===== config.mk =====
export PLATFORM = sky130hd
export DESIGN_NAME = proj_seg_reader
export DESIGN_NICKNAME = d
export VERILOG_FILES = /design/src/rtl/proj_seg_reader.sv
export SDC_FILE = /design/constraint.sdc
export NUM_CORES = 1
export LEC_CHECK = 0
export CAP_MARGIN = 15
export CORE_UTILIZATION = 40
export CTS_CLUSTER_DIAMETER = 30
export DETAILED_ROUTE_END_ITERATION = 7
export PLACE_DENSITY = 0.65
export RECOVER_POWER = 25
export SKIP_LAST_GASP = 1
export SLEW_MARGIN = 20
export SYNTH_ARGS = -nofsm -noshare
export SYNTH_HDL_FRONTEND = slang
export SYNTH_SLANG_ARGS = --single-unit

===== constraint.sdc =====
create_clock -name clk -period 2.61 [get_ports clk]
set_input_delay 0.3915 -clock clk [delete_from_list [all_inputs] [get_ports clk]]
set_output_delay 0.3915 -clock clk [all_outputs]
set_load 0.01 [all_outputs]

===== src/rtl/proj_seg_reader.sv =====
// Scans a combinational-read projection RAM once per start request and emits
// one (start,end) coordinate pair per run of non-zero entries over valid/ready.
module proj_seg_reader #(
  parameter int WIDTH   = 1,
  parameter int DEPTH   = 800,
  parameter int DEPBIT  = 10,
  parameter int MAX_SEG = 8,
  parameter int SEGBIT  = $clog2(MAX_SEG + 1)
) (
  input  logic              clk,
  input  logic              rst_n,
  input  logic              start,
  output logic [DEPBIT-1:0] raddr,
  input  logic [WIDTH-1:0]  rd_dq,
  output logic              seg_valid,
  input  logic              seg_ready,
  output logic [DEPBIT-1:0] seg_start,
  output logic [DEPBIT-1:0] seg_end,
  output logic [SEGBIT-1:0] seg_idx,
  output logic [SEGBIT-1:0] seg_cnt,
  output logic              overflow,
  output logic              busy,
  output logic              done
);

  typedef enum logic [1:0] {S_IDLE, S_SCAN, S_HOLD, S_FINISH} state_t;

  localparam logic [DEPBIT-1:0] LAST_ADDR = DEPBIT'(DEPTH - 1);
  localparam logic [SEGBIT-1:0] SEG_LIMIT = SEGBIT'(MAX_SEG);

  state_t            r_state,     w_state_nx;
  logic [DEPBIT-1:0] r_raddr,     w_raddr_nx;
  logic              r_prev,      w_prev_nx;
  logic [DEPBIT-1:0] r_run_start, w_run_start_nx;
  logic [DEPBIT-1:0] r_seg_start, w_seg_start_nx;
  logic [DEPBIT-1:0] r_seg_end,   w_seg_end_nx;
  logic [SEGBIT-1:0] r_seg_idx,   w_seg_idx_nx;
  logic [SEGBIT-1:0] r_seg_cnt,   w_seg_cnt_nx;
  logic              r_seg_valid, w_seg_valid_nx;
  logic              r_last,      w_last_nx;
  logic              r_overflow,  w_overflow_nx;
  logic              r_busy,      w_busy_nx;
  logic              r_done,      w_done_nx;

  logic              w_cur;
  logic              w_at_end;
  logic              w_fall;
  logic              w_close;
  logic [DEPBIT-1:0] w_close_start;
  logic [DEPBIT-1:0] w_close_end;

  assign w_cur    = |rd_dq;
  assign w_at_end = (r_raddr == LAST_ADDR);
  assign w_fall   = r_prev & ~w_cur;
  assign w_close  = w_fall | (w_cur & w_at_end);
  // A run still open at the last address may be a single entry there,
  // in which case no rising edge was recorded before it.
  assign w_close_start = r_prev ? r_run_start : r_raddr;
  assign w_close_end   = w_fall ? (r_raddr - 1'b1) : LAST_ADDR;

  always_ff @(posedge clk or negedge rst_n) begin
    if (!rst_n) begin
      r_state <= S_IDLE;
    end else begin
      r_state <= w_state_nx;
    end
  end

  always_comb begin
    w_state_nx     = r_state;
    w_raddr_nx     = r_raddr;
    w_prev_nx      = r_prev;
    w_run_start_nx = r_run_start;
    w_seg_start_nx = r_seg_start;
    w_seg_end_nx   = r_seg_end;
    w_seg_idx_nx   = r_seg_idx;
    w_seg_cnt_nx   = r_seg_cnt;
    w_seg_valid_nx = r_seg_valid;
    w_last_nx      = r_last;
    w_overflow_nx  = r_overflow;
    w_busy_nx      = r_busy;
    w_done_nx      = 1'b0;

    case (r_state)
      S_IDLE: begin
        if (start) begin
          w_raddr_nx    = '0;
          w_prev_nx     = 1'b0;
          w_seg_cnt_nx  = '0;
          w_overflow_nx = 1'b0;
          w_busy_nx     = 1'b1;
          w_state_nx    = S_SCAN;
        end
      end
      S_SCAN: begin
        w_prev_nx = w_cur;
        if (!w_at_end) begin
          w_raddr_nx = r_raddr + 1'b1;
        end
        if (!r_prev && w_cur) begin
          w_run_start_nx = r_raddr;
        end
        if (w_close && (r_seg_cnt < SEG_LIMIT)) begin
          w_seg_start_nx = w_close_start;
          w_seg_end_nx   = w_close_end;
          w_seg_idx_nx   = r_seg_cnt;
          w_seg_valid_nx = 1'b1;
          w_last_nx      = w_at_end;
          w_state_nx     = S_HOLD;
        end else begin
          if (w_close) begin
            w_overflow_nx = 1'b1;
          end
          if (w_at_end) begin
            w_state_nx = S_FINISH;
          end
        end
      end
      S_HOLD: begin
        if (seg_ready) begin
          w_seg_valid_nx = 1'b0;
          w_seg_cnt_nx   = r_seg_cnt + 1'b1;
          w_state_nx     = r_last ? S_FINISH : S_SCAN;
        end
      end
      S_FINISH: begin
        w_done_nx  = 1'b1;
        w_busy_nx  = 1'b0;
        w_state_nx = S_IDLE;
      end
      default: begin
        w_state_nx = S_IDLE;
      end
    endcase
  end

  always_ff @(posedge clk or negedge rst_n) begin
    if (!rst_n) begin
      r_raddr     <= '0;
      r_prev      <= 1'b0;
      r_run_start <= '0;
      r_seg_start <= '0;
      r_seg_end   <= '0;
      r_seg_idx   <= '0;
      r_seg_cnt   <= '0;
      r_seg_valid <= 1'b0;
      r_last      <= 1'b0;
      r_overflow  <= 1'b0;
      r_busy      <= 1'b0;
      r_done      <= 1'b0;
    end else begin
      r_raddr     <= w_raddr_nx;
      r_prev      <= w_prev_nx;
      r_run_start <= w_run_start_nx;
      r_seg_start <= w_seg_start_nx;
      r_seg_end   <= w_seg_end_nx;
      r_seg_idx   <= w_seg_idx_nx;
      r_seg_cnt   <= w_seg_cnt_nx;
      r_seg_valid <= w_seg_valid_nx;
      r_last      <= w_last_nx;
      r_overflow  <= w_overflow_nx;
      r_busy      <= w_busy_nx;
      r_done      <= w_done_nx;
    end
  end

  assign raddr     = r_raddr;
  assign seg_valid = r_seg_valid;
  assign seg_start = r_seg_start;
  assign seg_end   = r_seg_end;
  assign seg_idx   = r_seg_idx;
  assign seg_cnt   = r_seg_cnt;
  assign overflow  = r_overflow;
  assign busy      = r_busy;
  assign done      = r_done;

endmodule


-- Word level (Yosys, flattened, before mapping)
Index checks and enable logic that the tools add are counted.
- register bits after elaboration: 56
- bits of input ports: 5
- word-level logic and storage cells: 74
- $add $sub $neg: 3
- $lt $le $gt $ge: 1
- eq/ne operators: 11
- mux-type cells: 25
- bitwise gates (word level): 4
- reduce and logical (&&, ||, !) cells: 17
- operators with widths (kind ; number):
    $mux W10 ; 4
    $pmux W10 S2 ; 1
    $ne A2 B2 Y1 const B ; 6
    $reduce_and A3 Y1 ; 4
    $add A10 B1 Y10 const B ; 1
    $eq A10 B10 Y1 const B ; 1
    $mux W2 ; 5
    $sub A10 B1 Y10 const B ; 1
    $mux W4 ; 2
    $pmux W1 S2 ; 4
    $pmux W2 S4 ; 1
    $pmux W4 S2 ; 1
    $reduce_and A2 Y1 ; 4
    $reduce_bool A2 Y1 ; 4
    $mux W1 ; 7
    $add A4 B1 Y4 const B ; 1
    $eq A2 B2 Y1 const B ; 2
    $lt A4 B4 Y1 const B ; 1
    $reduce_and A4 Y1 ; 1
    $ne A3 B3 Y1 const B ; 1
    $and A1 B1 Y1 ; 2
    $eq A2 B1 Y1 const B ; 1
    $logic_and A1 B1 Y1 ; 2
    $logic_not A2 Y1 ; 1
    other kinds (3) ; 3

-- Depth between registers and ports, before layout
Gate-level depths: netlist (run 1).
- word-level depth: 6
- gate-level depth with buffers: 8
- gate-level depth less buffers: 6

-- Least setup slack after synthesis (run 1)
No wires, ideal clock.
- path kind: register -> register
- from: reg r_raddr[1] (netlist: raddr[1])
- to: reg r_raddr[1] (netlist: raddr[1])
- arrival: 1.796 ns
- data required time: 2.482 ns
- setup slack: 0.687 ns
- stages on the path, launching flop included: 7
- buffers on the path: 1
- clock period less this slack: 1.923 ns
- cells stage by stage: dfrtp_1 -> ha_1 -> and4_1 -> and4_1 -> clkbuf_1 -> nand2b_1 -> mux2_1
- word-level cells in the longest chain between the ends: 3
- elaborated cells between the ends (all ways): 6
- those cells by class: add/sub (1); eq/ne (2); mux (2); reduce/logical (1)
- RTL lines (what ; RTL line ; RTL):
    start, declared ; 32 ; logic [DEPBIT-1:0] r_raddr, w_raddr_nx;
    start signal, assigned ; 152 ; r_raddr <= w_raddr_nx;
    $add A10 B1 Y10 or $eq A10 B10 Y1 (tied branches) ; 98, 53 ;
    $mux W10 or $ne A2 B2 Y1 (tied branches) ; n/a ;
    $pmux W10 S2 or $reduce_and A3 Y1 (tied branches) ; n/a ;
Several ways; a longest one is shown, not always the timed one. The select of a mux whose other input is x is not followed.
A chain may end at the register's enable or synchronous reset.

-- Worst setup path in the final report (run 1)
- from: reg r_raddr[4] (netlist: raddr[4])
- to: reg r_seg_idx[2] (netlist: seg_idx[2])
- word-level cells in the longest chain between the ends: 5
- RTL lines (what ; RTL line ; RTL):
    $eq A10 B10 Y1 ; 53 ; assign w_at_end = (r_raddr == LAST_ADDR);
    $and A1 B1 Y1 ; 55 ; assign w_close = w_fall | (w_cur & w_at_end);
    $or A1 B1 Y1 ; 55 ;
    $logic_and A1 B1 Y1 ; 103 ; if (w_close && (r_seg_cnt < SEG_LIMIT)) begin
    $reduce_and A2 Y1 (no line) ; n/a ;
    end signal, assigned ; 157 ; r_seg_idx <= w_seg_idx_nx;
    end, declared ; 37 ; logic [SEGBIT-1:0] r_seg_idx, w_seg_idx_nx;
Every way passes these cells.

==> reports/metrics.yaml, run 1 <==
detailed_routing:
  postRouteAntennaNets: 0
  drc: 5
  avgRoutedWirePerCell_um: 16.5
  route.vias.total: 1920
  vias_per_cell: 5.41
  drt-total-wl_mm: 5.86
  firstDrtPassIters: 8
  drt_iter0_markers: 109
global_route:
  grt_use_total: 0.182
  use_met3: 0.0403
  grt_pass1_wl_mm: 10.1
  grt_pass1_vias: 1928
  busiest_layer: "met2"
  grt_max_degree: 24
  overflow: 0
  met2_usage: 0.268
  grt_antenna_before_repair: 0
  grt.met1_usage: 0.266
synthesis:
  seq_area_frac_synth: 0.511
  async_reset_ff_frac: 1.00
  synth_ff_type: "dfrtp_1"
  syn_nets: 241
  syn_inst: 233
  synth.distinct_cells: 46
  avgSynthCellArea_sq_um: 11.8
  ys_ff_latch: 56
  synth_warnings: 0
  synth_edf_count: 0
  netlist_area_sq_mm: 0.00274
final_layout:
  syn2layout_area_growth_pct: 22.7
  final_common_cell: "dfrtp_1"
  register_area_sq_mm: 0.00140
  final_cell_mix: "56 x dfrtp_1, 45 x clkdlybuf4s50_1, 19 x mux2_2"
  layout-drive-gt1-share: 0.191
  multi_input_area_sq_mm: 0.00120
  nets: 286
  design_area_sq_mm: 0.00336
  antenna-diode-count: 0
  fin_util: 0.518
  num-fill-cells: 576
worst_setup_path:
  path_max_fanout: 13
  r2r_cells: 5
  startpoint_type: "register"
  r2r_slack_ps: 550
  r2r-start: "raddr[4]"
  critPathKind: "register to register"
  cp.arrival_ps: 2250
  end_kind: "register"
  startpoint: "raddr[4]"
  r2r_end: "seg_idx[2]"
  endpoint: "seg_idx[2]"
  cp.required_ps: 2800
timing:
  rsz0062_at_grt: "false"
  fin_crit_sh: 0.788
  fin_setup_tns_ps: 0
  setup_viol: 0
  slew_violations: 0
  fmax_mhz: 486
  worstMarginPinSlew_ps: 1220
  final_hold_viol_count: 0
  fin_hold_ws_ps: 312
  fin_crit_ps: 2060
  fin_skew_ps: 8.97
  max_slew_margin: 0.189
floorplan:
  rows: 29
  dieArea_sq_mm: 0.00719
  die_y_um: 84.8
  core-area_sq_mm: 0.00649
  pin_count: 47
  die_x_um: 84.8
  start_util: 0.422
clock_network:
  cts_tree: "done"
  cts_num_sinks: 56
  hold_buffers: 0
  path_clk_slew_ps: 90
  clk_latency_ps: 310
  numCtsBuffers: 5
  root_buffer: "clkbuf_8"
  clk_path_buf_depth: 2
  post_cts_buffers: 0
  htreeDepth: 2
  post_cts_resized: 0
placement:
  place.detailed.hpwl_mm: 4.15
  dpl_cell_area_sq_mm: 0.00327
  gp_congestion: 0.769
  buffer_ports.inserted: 46
pwr:
  powerDensity_mw_per_mm2: 954
  static-leakage-power_nw: 1.50
  combPwrFrac: 0.444
  p_switching_mw: 1.11
  p_sw_frac: 0.345
  seqPwrFrac: 0.401
  p_int_mw: 2.10
  clock_power_share: 0.155
  peakVddDrop_mv: 0.303
worst_hold_path:
  hp-class: "input pin to async pin"
run_status:
  status: "complete, but fails checks"
  violations: "DRC"
flow_run:
  cap_violations: 0
worst min-delay path by stage:
stage | startpoint | endpoint | slack [ps] | cells after the start
6_report | rst_n | busy | 310 | 1
5_1_grt | rst_n | busy | 410 | 1
4_1_cts | rst_n | done | 60 | 1
3_5_place_dp | rst_n | done | 400 | 1
3_3_place_gp | rst_n | r_prev | 400 | 1
2_1_floorplan | rst_n | busy | 100 | 0
Yosys cell counts (all sizes together), types with 3 or more instances:
cell / number / area (sq um)
a21oi: 3 / 15.0
nor3: 4 / 20.0
nor2b: 3 / 26.3
nand2b: 3 / 18.8
buf: 7 / 62.6
o21ai: 7 / 35.0
mux2: 36 / 439
a2bb2oi: 3 / 26.3
nor4: 3 / 31.3
o2bb2ai: 3 / 26.3
nor2: 14 / 55.1
o31ai: 3 / 22.5
ha: 3 / 37.5
a22o: 3 / 26.3
dfrtp: 56 / 1400
clkbuf: 12 / 45.0
nand3: 6 / 30.0
nand4: 7 / 43.8
xnor2: 6 / 52.6
xor2: 6 / 52.6
nand2: 10 / 37.5
inv: 10 / 37.5
cell families (layout without fill, tap and decap cells):
logic type / after synthesis / after routing / synth area share
buf+inv: 29 / 74 / 0.0529
xor+xnor: 12 / 12 / 0.0383
fa+ha+maj: 3 / 3 / 0.0137
compound gates: 33 / 33 / 0.0835
mux: 38 / 38 / 0.167
simple gates: 62 / 62 / 0.133
flops: 56 / 56 / 0.511
power groups by stage:
stage | Combinational [mW] | Clock, mW | Sequential, mW
4_1_cts | 1.44 | 0.525 | 1.29
3_5_place_dp | 1.43 | 0 | 1.30
2_1_floorplan | 0.826 | 0 | 1.32
5_1_grt | 1.56 | 0.557 | 1.33
6_report | 1.43 | 0.498 | 1.29
3_3_place_gp | 1.42 | 0 | 1.30
through the flow:
| step | setup slack [ps] | power, mW | std cells |
|---|---|---|---|
| after global routing | 450 | 3.44 | 355 |
| after CTS | 547 | 3.25 | 355 |
| after floorplan | 687 | 2.15 | 233 |
| after detailed placement | 340 | 2.74 | 348 |
| after global placement | 382 | 2.72 | 348 |
| final | 553 | 3.21 | 355 |
per-layer routing:
| layer | share of wire | vias to the layer above | routed length, um |
|---|---|---|---|
| li1 | - | 906 | - |
| met1 | 0.50 | 953 | 2930 |
| met2 | 0.45 | 52 | 2620 |
| met3 | 0.037 | 9 | 215 |
| met4 | 0.015 | 0 | 90 |
| met5 | 0 | - | 0 |
final cells by class:
cell class,instances,share of cell area
Tap cell,77,0.0286
Inverter,10,0.0112
Clock buffer,7,0.0286
Sequential cell,56,0.417
Multi-Input combinational cell,148,0.357
Timing Repair Buffer,57,0.158
flip-flops by register name, summed over array words and instances (netlist names):
| signal | cells |
|---|---|
| done | 1 |
| seg_valid | 1 |
| seg_start | 10 |
| busy | 1 |
| seg_cnt | 4 |
| raddr | 10 |
| seg_end | 10 |
| overflow | 1 |
| r_run_start | 10 |
| r_prev | 1 |
| r_state | 2 |
| seg_idx | 4 |
| r_last | 1 |
critical path, stage by stage, from the launching register on:
cell and delay, ps:
dfrtp_1 620, and4_1 360, nand4_1 150, o21bai_2 170, buf_4 290, mux2_1 350
Note: power is estimated with default switching activity, not from simulation.
==> run 2, diff against run 1 <==
- clock period: 2.61 -> 1.9 ns (I/O delays scaled with it)
==> reports/metrics.yaml, run 2 (synthesized netlist as in run 1, its figures left out) <==
timing:
  timing.final.ws_setup_ps: 66.1  # -487 ps
  fin_setup_tns_ps: 0  # unchanged
  final_hold_viol_count: 0  # unchanged
  rsz0062_at_grt: "true"
  worstMarginPinSlew_ps: 1120  # -98.2 ps
  slew_violations: 0  # unchanged
  fin_skew_ps: 9.83  # +0.856 ps
  fmax_mhz: 545  # +12%
  fin_crit_sh: 0.965  # +0.177
  fin_crit_ps: 1830  # -223 ps
  max_slew_margin: 0.254  # +0.0655
  setup_viol: 0  # unchanged
floorplan:
  start_util: 0.422  # unchanged
  die_y_um: 84.8  # unchanged
  rows: 29  # unchanged
  die_x_um: 84.8  # unchanged
  pin_count: 47  # unchanged
  core-area_sq_mm: 0.00649  # unchanged
  dieArea_sq_mm: 0.00719  # unchanged
placement:
  post-place-ws_ps: -57.6  # -398 ps
  dpl_cell_area_sq_mm: 0.00346  # +5.8%
  buffer_ports.inserted: 46  # unchanged
  gp_congestion: 0.808  # +5.0%
  place.detailed.hpwl_mm: 4.33  # +4.4%
global_route:
  grt_antenna_before_repair: 0  # unchanged
  grt_use_total: 0.179  # -0.00205
  overflow: 0  # unchanged
  grt_max_degree: 21  # -13%
  grt_pass1_wl_mm: 9.94  # -1.6%
  grt_pass1_vias: 1926  # -0.10%
worst_setup_path:
  path_depth: 6  # +1
  cp.arrival_ps: 2030  # -220 ps
  r2r_cells: 6  # +1
  crit_family: "flip-flops"
  endpoint: "seg_idx[2]"
  path_max_fanout: 13  # unchanged
  cp.required_ps: 2090  # -710 ps
  critPathSlowestCell: "dfrtp_1"
  crit_chain: "ha_1 -> and4_4 -> nand4_1 -> o21bai_4 -> buf_12 -> mux2_1"
  r2r_end: "seg_idx[2]"
  end_kind: "register"
  critPathKind: "register to register"
  critPathMaxStageDelay_ps: 410  # -210 ps
  startpoint_type: "register"
  r2r_slack_ps: 70  # -490 ps
  crit_buf_inv: 1  # unchanged
  startpoint: "raddr[0]"
  r2r-start: "raddr[0]"
pwr:
  static-leakage-power_nw: 1.61  # +7.1%
  peakVddDrop_mv: 0.493  # +63%
  powerDensity_mw_per_mm2: 1290  # +35%
flow_run:
  cap_violations: 0  # unchanged
detailed_routing:
  avgRoutedWirePerCell_um: 15.8  # -4.4%
  route.vias.total: 1952  # +1.7%
  drt_iter0_markers: 88  # -19%
  firstDrtPassIters: 6  # -2
  vias_per_cell: 5.23  # -3.2%
  drc: 5  # unchanged
  postRouteAntennaNets: 0  # unchanged
  drt-total-wl_mm: 5.88  # +0.44%
clock_network:
  cts_num_sinks: 56  # unchanged
  path_clk_slew_ps: 90  # about the same
  numCtsBuffers: 5  # unchanged
  root_buffer: "clkbuf_8"
  htreeDepth: 2  # unchanged
  clk_latency_ps: 310  # about the same
  clk_path_buf_depth: 2  # unchanged
  cts_tree: "done"
run_status:
  violations: "DRC"
  status: "complete, but fails checks"
final_layout:
  nets: 304  # +6.3%
  antenna-diode-count: 0  # unchanged
  final_common_cell: "dfrtp_1"
  layout-drive-gt1-share: 0.243  # +0.0526
  design_area_sq_mm: 0.00356  # +5.9%
  syn2layout_area_growth_pct: 29.9
  num-fill-cells: 555  # -3.6%
  final_cell_mix: "55 x dfrtp_1, 45 x clkdlybuf4s50_1, 22 x buf_4"
worst_hold_path:
  hp-class: "register to register"
run 2: worst min path at each step:
stage | startpoint | to | slack (ps) | cells past startpoint
after floorplan | rst_n | busy | -10 | 0
after global placement | rst_n | seg_end[0] | 270 | 1
after detailed placement | rst_n | seg_end[0] | 280 | 1
after CTS | rst_n | seg_end[0] | 470 | 2
after global routing | seg_valid | seg_valid | 510 | 1
final | seg_valid | seg_valid | 480 | 1
run 2: cell type report:
class | count | area [sq um] | area share
sequential | 56 | 1400 | 0.394
tap | 77 | 96.3 | 0.0270
multi-input combinational | 148 | 1210 | 0.340
clock buffer | 7 | 96.3 | 0.0270
timing repair buffer | 75 | 721 | 0.202
inverter | 10 | 37.5 | 0.0105
run 2: layer usage:
| metal | global-route usage | wire [um] | up-vias |
|---|---|---|---|
| li1 | - | - | 940 |
| met1 | 0.248 | 2880 | 953 |
| met2 | 0.290 | 2700 | 53 |
| met3 | 0.0305 | 228 | 6 |
| met4 | 0.0555 | 76 | 0 |
| met5 | 0 | 0 | - |
run 2: timing repair:
action | in CTS | in global routing
gates cloned | 0 | 0
hold buffers | 1 | 0
endpoints found under the hold margin | 17 | 0
gates resized for setup | 1 | 1
endpoints found under the setup margin | 1 | 11
buffers inserted | 0 | 0
run 2: worst register-to-register path, stage by stage, from the launching register on:
cell,delay (ps)
dfrtp_1,410
ha_1,190
and4_4,230
nand4_1,150
o21bai_4,220
buf_12,190
mux2_1,330
run 2: stage by stage:
step	std cells	hold slack [ps]	util	power (mW)
after detailed placement	365	280	0.533	3.93
after global placement	365	271	0.533	3.89
after global routing	373	511	0.549	4.89
final	373	485	0.549	4.58
after CTS	373	472	0.551	4.64
after floorplan	233	-10.6	-	2.95
run 2: power breakdown:
part | switching, mW | internal [mW] | total, mW | leakage (nW)
clock | 0.364 | 0.326 | 0.689 | 0.0503
sequential | 0.187 | 1.51 | 1.70 | 0.726
combinational | 1.00 | 1.19 | 2.19 | 0.833
total | 1.56 | 3.03 | 4.58 | 1.61
==> run 3, diff against run 2 <==
--- a/config.mk
+++ b/config.mk
@@ -8,6 +8,6 @@
 export CAP_MARGIN = 15
-export CORE_UTILIZATION = 40
+export CORE_UTILIZATION = 53
 export CTS_CLUSTER_DIAMETER = 30
 export DETAILED_ROUTE_END_ITERATION = 7
-export PLACE_DENSITY = 0.65
+export PLACE_DENSITY = 0.82
 export RECOVER_POWER = 25
--- a/constraint.sdc
+++ b/constraint.sdc
@@ -3,2 +3,2 @@
 set_output_delay 0.285 -clock clk [all_outputs]
-set_load 0.01 [all_outputs]
+set_load 0.005 [all_outputs]
==> reports/metrics.yaml, run 3 (synthesized netlist as in run 1, its figures left out) <==
run_status:
  status: "finished, final reports clean"
final_layout:
  num-fill-cells: 341  # -39%
  stdcell_count: 366  # -1.9%
  final_common_cell: "dfrtp_1"
  antenna-diode-count: 0  # unchanged
  final_cell_mix: "56 x dfrtp_1, 45 x clkdlybuf4s50_1, 26 x buf_4"
  nets: 306  # +0.66%
  syn2layout_area_growth_pct: 29.3
  layout-drive-gt1-share: 0.251  # +0.00759
  design_area_sq_mm: 0.00355  # -0.46%
timing:
  final_hold_viol_count: 0  # unchanged
  max_slew_margin: 0.201  # -0.0527
  fin_skew_ps: 8.42  # -1.41 ps
  fin_hold_ws_ps: 492  # +7.51 ps
  fin_crit_ps: 1800  # -30.1 ps
  slew_violations: 0  # unchanged
  fmax_mhz: 554  # +1.7%
  setup_viol: 0  # unchanged
  timing.final.ws_setup_ps: 96.2  # +30.1 ps
  rsz0062_at_grt: "true"
  fin_crit_sh: 0.949  # -0.0158
  worstMarginPinSlew_ps: 1200  # +79.1 ps
detailed_routing:
  firstDrtPassIters: 4  # -2
  postRouteAntennaNets: 0  # unchanged
  route.vias.total: 2019  # +3.4%
  drt-total-wl_mm: 5.74  # -2.5%
  drc: 0  # -5
  drt_iter0_markers: 94  # +6.8%
  vias_per_cell: 5.52  # +5.4%
  avgRoutedWirePerCell_um: 15.7  # -0.63%
worst_setup_path:
  critPathKind: "register to register"
  critPathMaxStageDelay_ps: 410  # about the same
  end_kind: "register"
  cp.arrival_ps: 2000  # -30 ps
  crit_chain: "ha_1 -> and4_1 -> nand4_1 -> o21bai_4 -> buf_12 -> mux2_1"
  critPathSlowestCell: "dfrtp_1"
  cp.required_ps: 2100  # about the same
  startpoint_type: "register"
  path_max_fanout: 12  # -1
  r2r_slack_ps: 100  # +30 ps
global_route:
  grt_max_degree: 57  # +170%
  overflow: 0  # unchanged
  use_met3: 0.0434  # +0.0129
  grt.met1_usage: 0.323  # +0.0752
  busiest_layer: "met2"
  grt_pass1_vias: 2018  # +4.8%
  met2_usage: 0.383  # +0.0931
  grt_antenna_before_repair: 0  # unchanged
  grt_use_total: 0.236  # +0.0562
  grt_pass1_wl_mm: 9.65  # -2.9%
clock_network:
  clk_latency_ps: 310  # about the same
  path_clk_slew_ps: 100  # about the same
  clk_path_buf_depth: 2  # unchanged
  htreeDepth: 2  # unchanged
  cts_num_sinks: 56  # unchanged
  numCtsBuffers: 5  # unchanged
  root_buffer: "clkbuf_8"
  cts_tree: "done"
worst_hold_path:
  hp-class: "register to register"
pwr:
  powerDensity_mw_per_mm2: 1260  # -2.0%
  static-leakage-power_nw: 1.62  # +0.67%
  peakVddDrop_mv: 0.707  # +43%
  finalPower_mw: 4.47  # -2.4%
flow_run:
  cap_violations: 0  # unchanged
placement:
  post-place-ws_ps: -6.12  # +51.5 ps
  place_inst: 354  # -3.0%
  buffer_ports.inserted: 46  # unchanged
  place.detailed.hpwl_mm: 4.17  # -3.7%
  dpl_cell_area_sq_mm: 0.00343  # -0.98%
  gp_congestion: 0.878  # +8.7%
floorplan:
  die_x_um: 73.9  # -13%
  pin_count: 47  # unchanged
  rows: 25  # -14%
  dieArea_sq_mm: 0.00547  # -24%
  start_util: 0.566  # +0.143
  core-area_sq_mm: 0.00485  # -25%
  die_y_um: 73.9  # -13%
-- run 3: where the power goes --
group | leakage [nW] | switching [mW] | internal, mW
Sequential | 0.727 | 0.206 | 1.51
Clock | 0.0485 | 0.390 | 0.265
Combinational | 0.845 | 0.902 | 1.20
-- run 3: what timing repair did --
item                       in CTS  in global routing
hold buffers                    1                  0
setup endpoints to repair       0                 11
gates resized for setup         0                  1
buffers inserted                0                  3
hold endpoints to repair       56                  0
-- run 3: final cells by class --
type                            instances  area (sq um)  area share
Sequential cell                        56          1400       0.395
Multi-Input combinational cell        148          1210       0.340
Timing Repair Buffer                   77           726       0.205
Tap cell                               67          83.8      0.0236
Clock buffer                            5          68.8      0.0194
Inverter                               10          37.5      0.0106
Clock inverter                          3          22.5     0.00635
-- run 3: per-stage QoR --
step	utilization	setup TNS (ps)
2_1_floorplan	-	0
3_3_place_gp	0.708	-3.32
4_1_cts	0.729	0
5_1_grt	0.732	-1.36
3_5_place_dp	0.708	-34.0
6_report	0.732	0
-- run 3: final timing paths --
path | end | from | cells past startpoint
max in group asynchronous | seg_cnt[0] | rst_n | 3
worst max register to register | seg_idx[2] | raddr[0] | 6
worst min register to register | seg_end[3] | seg_end[3] | 1
worst max-delay path | seg_idx[2] | raddr[0] | 6
worst min-delay path | seg_end[3] | seg_end[3] | 1
min in group asynchronous | r_prev | rst_n | 3
-- run 3: worst max-delay path: cells and delay by family (launching register included) --
kind,cells,cell delay [ps]
adders and majority gates,1,180
and+or+nand+nor,2,390
DFF,1,410
buffers and inverters,1,180
AOI/OAI and AO/OA,1,220
muxes,1,320
-- run 3: per-layer routing --
| metal | vias to the layer above | share of wire | wire length [um] |
|---|---|---|---|
| li1 | 948 | - | - |
| met1 | 1004 | 0.45 | 2600 |
| met2 | 58 | 0.49 | 2810 |
| met3 | 9 | 0.046 | 263 |
| met4 | 0 | 0.011 | 63 |
| met5 | - | 0 | 0 |
